## config.mk

```make
export PLATFORM = sky130hd
export DESIGN_NAME = branch_cond_unit
export DESIGN_NICKNAME = d
export VERILOG_FILES = /design/src/rtl/branch_cond_unit.sv
export SDC_FILE = /design/constraint.sdc
export NUM_CORES = 1
export LEC_CHECK = 0
export BUFFER_PORTS_ARGS = -buffer_cell sky130_fd_sc_hd__buf_2
export CAP_MARGIN = 20
export CORE_UTILIZATION = 32
export CTS_CLUSTER_DIAMETER = 200
export CTS_CLUSTER_SIZE = 30
export DETAILED_ROUTE_END_ITERATION = 8
export GPL_ROUTABILITY_DRIVEN = 0
export PLACE_DENSITY_LB_ADDON = 0.1
export SETUP_SLACK_MARGIN = 0.05
export SYNTH_ARGS = -nofsm -noshare
export SYNTH_HDL_FRONTEND = slang
export SYNTH_SLANG_ARGS = --single-unit
```

## constraint.sdc

```tcl
create_clock -name clk -period 1.85 [get_ports clk]
set_clock_uncertainty 0.15 [all_clocks]
set_input_delay 0.2775 -clock clk [delete_from_list [all_inputs] [get_ports clk]]
set_output_delay 0.2775 -clock clk [all_outputs]
set_load 0.03 [all_outputs]
```

## src/rtl/branch_cond_unit.sv

```systemverilog
// Two-stage branch-condition evaluator: captures the condition field and operand on con_in,
// then registers the branch flag. Define BRCOND_STATS_EN to build the saturating taken-branch counter.
module branch_cond_unit #(
  parameter int DATA_W   = 32,
  parameter int COND_LSB = 19,
  parameter int CNT_W    = 16
) (
  input  logic              clk,
  input  logic              clr,
  input  logic [DATA_W-1:0] ir,
  input  logic [DATA_W-1:0] bus,
  input  logic              con_in,
  output logic              con_q,
  output logic              con_valid,
  output logic              busy,
  output logic [CNT_W-1:0]  taken_count
);

  function automatic logic eval_cond(input logic [2:0] code, input logic [DATA_W-1:0] val);
    logic z;
    logic n;
    logic r;
    z = (val == {DATA_W{1'b0}});
    n = val[DATA_W-1];
    case (code)
      3'b000:  r = z;
      3'b001:  r = ~z;
      3'b010:  r = ~n;
      3'b011:  r = n;
      3'b100:  r = 1'b1;
      3'b101:  r = 1'b0;
      3'b110:  r = ~n & ~z;
      3'b111:  r = n | z;
      default: r = 1'b0;
    endcase
    return r;
  endfunction

  logic [2:0]        s1_code_q, s1_code_d;
  logic [DATA_W-1:0] s1_val_q, s1_val_d;
  logic              s1_v_q, s1_v_d;
  logic              con_q_q, con_q_d;
  logic              con_valid_q, con_valid_d;
  logic              result_s;
  logic              unused_ir_s;

  // Only the condition field of ir is consumed.
  assign unused_ir_s = ^ir;
  assign result_s    = eval_cond(s1_code_q, s1_val_q);

  // Next-state logic for both pipeline stages
  always_comb begin
    s1_v_d      = con_in;
    s1_code_d   = s1_code_q;
    s1_val_d    = s1_val_q;
    con_valid_d = s1_v_q;
    con_q_d     = con_q_q;
    if (con_in) begin
      s1_code_d = ir[COND_LSB +: 3];
      s1_val_d  = bus;
    end else begin
      s1_code_d = s1_code_q;
      s1_val_d  = s1_val_q;
    end
    if (s1_v_q) begin
      con_q_d = result_s;
    end else begin
      con_q_d = con_q_q;
    end
  end

  // Pipeline registers with synchronous clear
  always_ff @(posedge clk) begin
    if (clr) begin
      s1_code_q   <= 3'b000;
      s1_val_q    <= {DATA_W{1'b0}};
      s1_v_q      <= 1'b0;
      con_q_q     <= 1'b0;
      con_valid_q <= 1'b0;
    end else begin
      s1_code_q   <= s1_code_d;
      s1_val_q    <= s1_val_d;
      s1_v_q      <= s1_v_d;
      con_q_q     <= con_q_d;
      con_valid_q <= con_valid_d;
    end
  end

  assign con_q     = con_q_q;
  assign con_valid = con_valid_q;
  assign busy      = s1_v_q;

`ifdef BRCOND_STATS_EN
  logic [CNT_W-1:0] cnt_q, cnt_d;

  // Saturating count of taken results, advanced alongside the S2 update
  always_comb begin
    cnt_d = cnt_q;
    if (s1_v_q && result_s && (cnt_q != {CNT_W{1'b1}})) begin
      cnt_d = cnt_q + {{(CNT_W-1){1'b0}}, 1'b1};
    end else begin
      cnt_d = cnt_q;
    end
  end

  // Counter register, cleared only by clr
  always_ff @(posedge clk) begin
    if (clr) begin
      cnt_q <= {CNT_W{1'b0}};
    end else begin
      cnt_q <= cnt_d;
    end
  end

  assign taken_count = cnt_q;
`else
  assign taken_count = {CNT_W{1'b0}};
`endif

endmodule

```

Yosys cells after proc, flatten, opt, wreduce, memory -nomap -nowiden
Cells that the tools add are included.

Input port bits: 67. Output and inout bits: 19. Logic and storage cells: 19. Bits in registers: 38.

Multiplexer cells: 1. Equality and inequality tests: 7. Bitwise operators: 4. Reductions and logical operators: 2.

Operator list (count): logical NOT 32 bit (1); equality test 3 bit (second input constant) (4); case mux 1 bit (8 select lines) (1); equality test 3 x 2 -> 1 bit (second input constant) (2); equality test 3 x 1 -> 1 bit (second input constant) (1); logical NOT 3 bit (1); NOT 1 bit (2); AND 1 bit (1); OR 1 bit (1).

Longest topological paths before layout
Gate-level depths: netlist of run 1.

Depth in word-level cells: 4. Depth in mapped cells: 4. Mapped depth without buffers: 4.

Least setup slack after synthesis of run 1
OpenSTA, ideal clock, no wires.

Kind: register to register. Start point: register s1_val_q[31]. End point: register con_q_q, in the netlist con_q. Path buffers: 0. Clock period less this slack: 1.392 ns. Data arrival time: 1.150 ns. Library setup time: 0.092 ns. Required time: 1.608 ns. Stages on the path, launching flop included: 5. Slack: 0.458 ns. Path through: dfxtp_1 nor4_1 nand4_1 o221a_1 nor4_1.

Cells in the longest elaborated chain, start to end: 4. Elaborated cells between the ends (all ways): 6. Classes of those cells: mux: 1; bitwise: 4; reduce/logical: 1.

Ends and longest elaborated chain: start, declared (line 40) `logic [DATA_W-1:0] s1_val_q, s1_val_d;`; start signal, assigned (line 76) `s1_val_q <= {DATA_W{1'b0}};`; start signal, assigned (line 82) `s1_val_q <= s1_val_d;`; logical NOT 32 bit (line 23) `z = (val == {DATA_W{1'b0}});`; NOT 1 bit (line 27, 32); AND 1 bit (line 32) `3'b110: r = ~n & ~z;`; case mux 1 bit (8 select lines) (*) (line 25) `case (code)`; end signal, assigned (line 84) `con_q_q <= con_q_d;`; end, declared (line 42) `logic con_q_q, con_q_d;`.

Mark *: on every way between the ends. The rest lies on a longest branch, timed or not. A chain may end at the register's enable or synchronous reset.

Worst setup path in the final report of run 1
Start point: register s1_val_q[12]. End point: register con_q_q, in the netlist con_q.

Cells in the longest elaborated chain, start to end: 4. Elaborated cells between the ends (all ways): 5. Classes of those cells: mux: 1; bitwise: 3; reduce/logical: 1.

Ends and longest elaborated chain (line): logical NOT 32 bit (*) (23); NOT 1 bit (27, 32); AND 1 bit (32); case mux 1 bit (8 select lines) (*) (25).

Marked as above.

==> results of run 1 <==
state kept, by name, indices dropped and copies added, names as in the netlist:
register and cells:
s1_val_q 32, busy 1, con_q 1, con_valid 1
s1_code_q 3
synthesized netlist by cell type (2+ instances only):
cell type,number,area share (%)
nor2_1,36,8.5
clkbuf_1,4,0.94
dfxtp_1,38,48
buf_2,4,1.3
nand4_1,2,0.79
nor4_1,7,2.8
nor2b_1,4,1.6
buf_4,16,7.6
mux2i_1,35,22
nand3b_1,2,0.94
path summary, 6_finish.rpt:
kind                             start                        end  slack [ns]  cells past startpoint
max          s1_val_q[12]$_SDFFE_PP0P_         con_q$_SDFFE_PP0P_        0.21                      4
min                            bus[11]  s1_val_q[11]$_SDFFE_PP0P_        0.08                      3
max reg2reg  s1_val_q[12]$_SDFFE_PP0P_         con_q$_SDFFE_PP0P_        0.21                      4
min reg2reg   s1_val_q[8]$_SDFFE_PP0P_   s1_val_q[8]$_SDFFE_PP0P_        0.35                      2
metal layers:
metal	routed length [µm]	up-vias	track usage [%]
li1	-	589	-
met1	1300	495	14.5
met2	1330	39	19.6
met3	223	6	5.56
met4	43	0	4.79
met5	0	-	0
critical path, delay by kind of cell, from the launching register on:
kind             cells  cell delay, ns
AND/OR/NAND/NOR      3            0.79
flip-flops           1            0.31
AO/OA/AOI/OAI        1            0.30
cells by family after synthesis:
family,share of synthesized area (%)
AOI/OAI and AO/OA,1.89
muxes,22.0
other,0.236
DFF,47.8
and+or+nand+nor,18.3
buffers and inverters,9.76
placed cells by master (no fill, tap or decap):
cell,synthesis,final
nor4_1,7,7
nor2_1,36,36
nor2b_1,4,4
o21ai_0,1,1
buf_4,16,1
nor3_1,1,1
o221a_1,1,1
clkbuf_8,0,6
a31oi_1,1,1
nor4_2,1,1
nor4_4,1,1
buf_12,0,1
nor3b_1,1,1
a211oi_1,1,1
nand4_1,2,2
nand4b_1,1,1
nand3b_1,2,2
conb_1,1,16
mux2i_1,35,35
buf_2,4,40
dfxtp_1,38,38
nand2_1,1,1
power groups by stage:
stage | sequential, mW | combinational, mW | clock [mW]
2_1_floorplan | 0.918 | 0.189 | 0
3_3_place_gp | 0.918 | 0.231 | 0
3_5_place_dp | 0.920 | 0.235 | 0
4_1_cts | 0.901 | 0.235 | 0.574
5_1_grt | 0.907 | 0.256 | 0.630
6_report | 0.901 | 0.231 | 0.542
area by class of cell:
| cell class | instances | area [µm²] |
|---|---|---|
| fill | 496 | 2870 |
| sequential | 38 | 761 |
| multi-input combinational | 112 | 731 |
| timing repair buffer | 42 | 228 |
| tap | 67 | 83.8 |
| clock buffer | 6 | 82.6 |
==> results.json, run 1 <==
{
  "htreeDepth": 2,
  "start_util_pct": 33.4,
  "p_sw_share_pct": 25.0,
  "leakagePower_nw": 0.895,
  "path_cells": "nor4_1 > nand4_1 > o221a_1 > nor4_1",
  "cts-buffers-inserted": 5,
  "drtAntennaViolNets": 0,
  "route.detailed.drc": 0,
  "finalCriticalPeriod_ns": 1.64,
  "drt_iter0_markers": 55,
  "yosysSeqAreaShare_pct": 47.8,
  "core_um2": 4750,
  "drive_above_1_share_pct": 25.3,
  "cts_setup_buffers": 0,
  "area_growth_pct": 18.6,
  "total_power_mw": 1.67,
  "dp_slack_ns": 0.164,
  "via_count": 1129,
  "period_share_pct": 88.9,
  "pwr-share-clk_pct": 32.4,
  "cts.hold.buffers_added": 0,
  "design_area_um2": 1890,
  "antenna_found_initial": 0,
  "slowest_delay_ns": 0.33,
  "clk_latency_ns": 0.28,
  "setup_viol": 0,
  "required_ns": 1.89,
  "post_drt_wl_per_cell_um": 10.9,
  "avgSynthCellArea_um2": 10.0,
  "synth_edf_count": 0,
  "end_kind": "register",
  "grt_pass1_vias": 1101,
  "cts_buffer_depth": 2,
  "startpoint_type": "register",
  "vdd_drop_max_uv": 339,
  "combPwrFrac_pct": 13.8,
  "arrival_ns": 1.68,
  "dp.final_hpwl_um": 2110,
  "p_sw_uw": 419,
  "hp-class": "input port to register",
  "viasPerCell": 4.26,
  "die_y_um": 72.5,
  "clk_pin_slew_worst_paths_ns": 0.07,
  "crit_slowest_cell": "nor4_1",
  "overflow": 0,
  "slew_viol_final": 0,
  "synthCells": 159,
  "hold_viol": 0,
  "cts_resized": 0,
  "ys_types": 21,
  "nNetsFinal": 266,
  "setup_ws_ns": 0.205,
  "place.port_buffers": 40,
  "cts.sinks": 38,
  "whs_ns": 0.0800,
  "row_count": 25,
  "post_dp_cell_area_um2": 1800,
  "synth_area_um2": 1590,
  "async_reset_ff_share_pct": 0,
  "routed_wl_um": 2900,
  "fmax_mhz": 608,
  "rsz0062_at_grt": "false",
  "final.setup.tns_ns": 0,
  "synth-seq-cells": 38,
  "cp_max_fo": 2,
  "fin_cells": 265,
  "path_common_cell": "nor4_1",
  "powerDensity_nw_per_um2": 888,
  "crit_type": "register to register",
  "p_seq_share_pct": 53.8,
  "cap_violations": 0,
  "root_buffer": "clkbuf_8",
  "grt_pass1_wl_um": 4890,
  "ys_warn_count": 0,
  "antenna_cells": 0,
  "die_area_um2": 5260,
  "drt_pass1_iterations": 4,
  "final_util_pct": 39.7,
  "p_int_mw": 1.26,
  "status": "finished clean",
  "synth_ff_type": "dfxtp_1",
  "cts_tree": "built",
  "ios": 86,
  "dpl.cell_count": 259,
  "grt_start_max_net_pins": 39,
  "die_w_um": 72.5,
  "grt.total_usage_pct": 12.3
}
No activity file was read; power rests on OpenSTA's default activity.
==> run 2: changes to the inputs <==
Settings changed: REMOVE_ABC_BUFFERS set to 1.
==> run 2 against run 1 <==
Final cell count increased by 0.38%. Clock power rose by 20%. Fmax up 2.0%. Global-route usage grew 0.17 points. Sequential power is essentially flat. Register-to-register slack better by 0.03 ns. Setup slack better by 0.032 ns. Critical path depth stayed put. Largest cell class unchanged. First-iteration DRC count is 36% lower. Die area stayed put. Final area increased by 1.4%.
==> results.json, run 2 (synthesized netlist as in run 1, its figures left out) <==
{
  "hold_viol": 0,
  "rsz0062_at_grt": "false",
  "cts.hold.buffers_added": 0,
  "area_growth_pct": 20.2,
  "cts-buffers-inserted": 5,
  "grt_start_max_net_pins": 39,
  "via_count": 1156,
  "post_dp_cell_area_um2": 1800,
  "clk_latency_ns": 0.29,
  "route.detailed.drc": 0,
  "dp.final_hpwl_um": 2190,
  "n_fill_cell": 504,
  "end_kind": "register",
  "place.port_buffers": 40,
  "die_w_um": 72.5,
  "final_util_pct": 40.2,
  "finalCriticalPeriod_ns": 1.61,
  "slew_viol_final": 0,
  "antenna_cells": 0,
  "root_buffer": "clkbuf_8",
  "die_y_um": 72.5,
  "regMostFlops": "s1_val_q",
  "p_int_mw": 1.34,
  "design_area_um2": 1910,
  "post_drt_wl_per_cell_um": 11.2,
  "slew_headroom_pct": 56.4,
  "setup_viol": 0,
  "r2r-start": "s1_val_q[4]$_SDFFE_PP0P_",
  "cap_violations": 0,
  "ff2ff_path_depth": 4,
  "required_ns": 1.90,
  "combPwrFrac_pct": 12.9,
  "cts_setup_buffers": 0,
  "status": "finished clean",
  "largestRegisters": "s1_val_q: 32 flops, s1_code_q: 3 flops",
  "drt_pass1_iterations": 3,
  "grt_pass1_vias": 1068,
  "drtAntennaViolNets": 0,
  "layout_commonest_cell": "buf_2",
  "p_seq_share_pct": 50.7,
  "cts_tree": "built",
  "drt_iter0_markers": 35,
  "cts_buffer_depth": 2,
  "cts.sinks": 38,
  "htreeDepth": 2,
  "leakagePower_nw": 0.906,
  "start_util_pct": 33.4,
  "drive_above_1_share_pct": 26.1,
  "clk_pin_slew_worst_paths_ns": 0.07,
  "ff2ff_setup_slack_ns": 0.24,
  "overflow": 0,
  "period_share_pct": 87.2,
  "vdd_drop_max_uv": 380,
  "largest_reg_flops": 32,
  "powerDensity_nw_per_um2": 932,
  "total_power_mw": 1.78,
  "hp-class": "input port to register",
  "final.setup.tns_ns": 0,
  "whs_ns": 0.0723,
  "p_sw_uw": 439,
  "ios": 86,
  "grt.total_usage_pct": 12.5,
  "nNetsFinal": 265,
  "p_sw_share_pct": 24.6,
  "crit_type": "register to register",
  "fmax_mhz": 620,
  "hold_depth": 3,
  "startpoint_type": "register",
  "r2r_end": "con_q$_SDFFE_PP0P_",
  "cts_resized": 0,
  "layout_common_cells": "buf_2 (40), dfxtp_1 (38), nor2_1 (36)",
  "cp-endpoint": "con_q$_SDFFE_PP0P_",
  "cp_max_fo": 2,
  "pwr-share-clk_pct": 36.4,
  "row_count": 25,
  "arrival_ns": 1.66,
  "antenna_found_initial": 0,
  "viasPerCell": 4.35,
  "core_um2": 4750,
  "tightest_slew_ns": 0.654,
  "grt_pass1_wl_um": 4890,
  "die_area_um2": 5260,
  "startpoint": "s1_val_q[4]$_SDFFE_PP0P_",
  "routed_wl_um": 2990,
  "min_from": "bus[14]"
}
## run 2: cell count changes in the layout (fill, tap and decap cells not counted), sizes merged
cell and delta:
clkbuf +2, buf -1
## run 2: layout make-up
type	count	area (µm²)	area share, %
Clock buffer	8	110	5.76
Multi-Input combinational cell	112	737	38.5
Sequential cell	38	761	39.8
Tap cell	67	83.8	4.38
Timing Repair Buffer	41	220	11.5
## run 2: power by group through the flow
stage / combinational (mW) / clock, mW / sequential [mW]
finish: 0.230 / 0.649 / 0.903
global route: 0.253 / 0.728 / 0.909
CTS: 0.233 / 0.677 / 0.902
detailed placement: 0.233 / 0 / 0.921
global placement: 0.226 / 0 / 0.917
floorplan: 0.136 / 0 / 0.918
## run 2: critical path, cell delays in order, from the launching register on
cell,delay (ns)
dfxtp_1,0.32
nor4_1,0.34
nand4_1,0.19
o221a_1,0.29
nor4_1,0.23
## run 2: per-layer routing
metal  wire, µm  global-route usage (%)
met1       1310                    14.3
met3        228                    5.28
met5          0                       0
met2       1390                    19.5
met4         68                    7.41
## run 2: how the worst min path moves through the flow
stage	slack (ns)	end
final	0.07	s1_val_q[14]$_SDFFE_PP0P_
after global routing	0.07	s1_val_q[28]$_SDFFE_PP0P_
after CTS	0.07	s1_val_q[14]$_SDFFE_PP0P_
after detailed placement	0.34	s1_val_q[16]$_SDFFE_PP0P_
after global placement	0.32	s1_val_q[13]$_SDFFE_PP0P_
after floorplan	0.20	busy$_SDFF_PP0_
## run 2: through the flow
| step | instances | worst slack [ns] |
|---|---|---|
| after global placement | 258 | 0.200 |
| after floorplan | 150 | 0.458 |
| after global routing | 266 | 0.0768 |
| after detailed placement | 258 | 0.205 |
| final | 266 | 0.237 |
| after CTS | 266 | 0.183 |
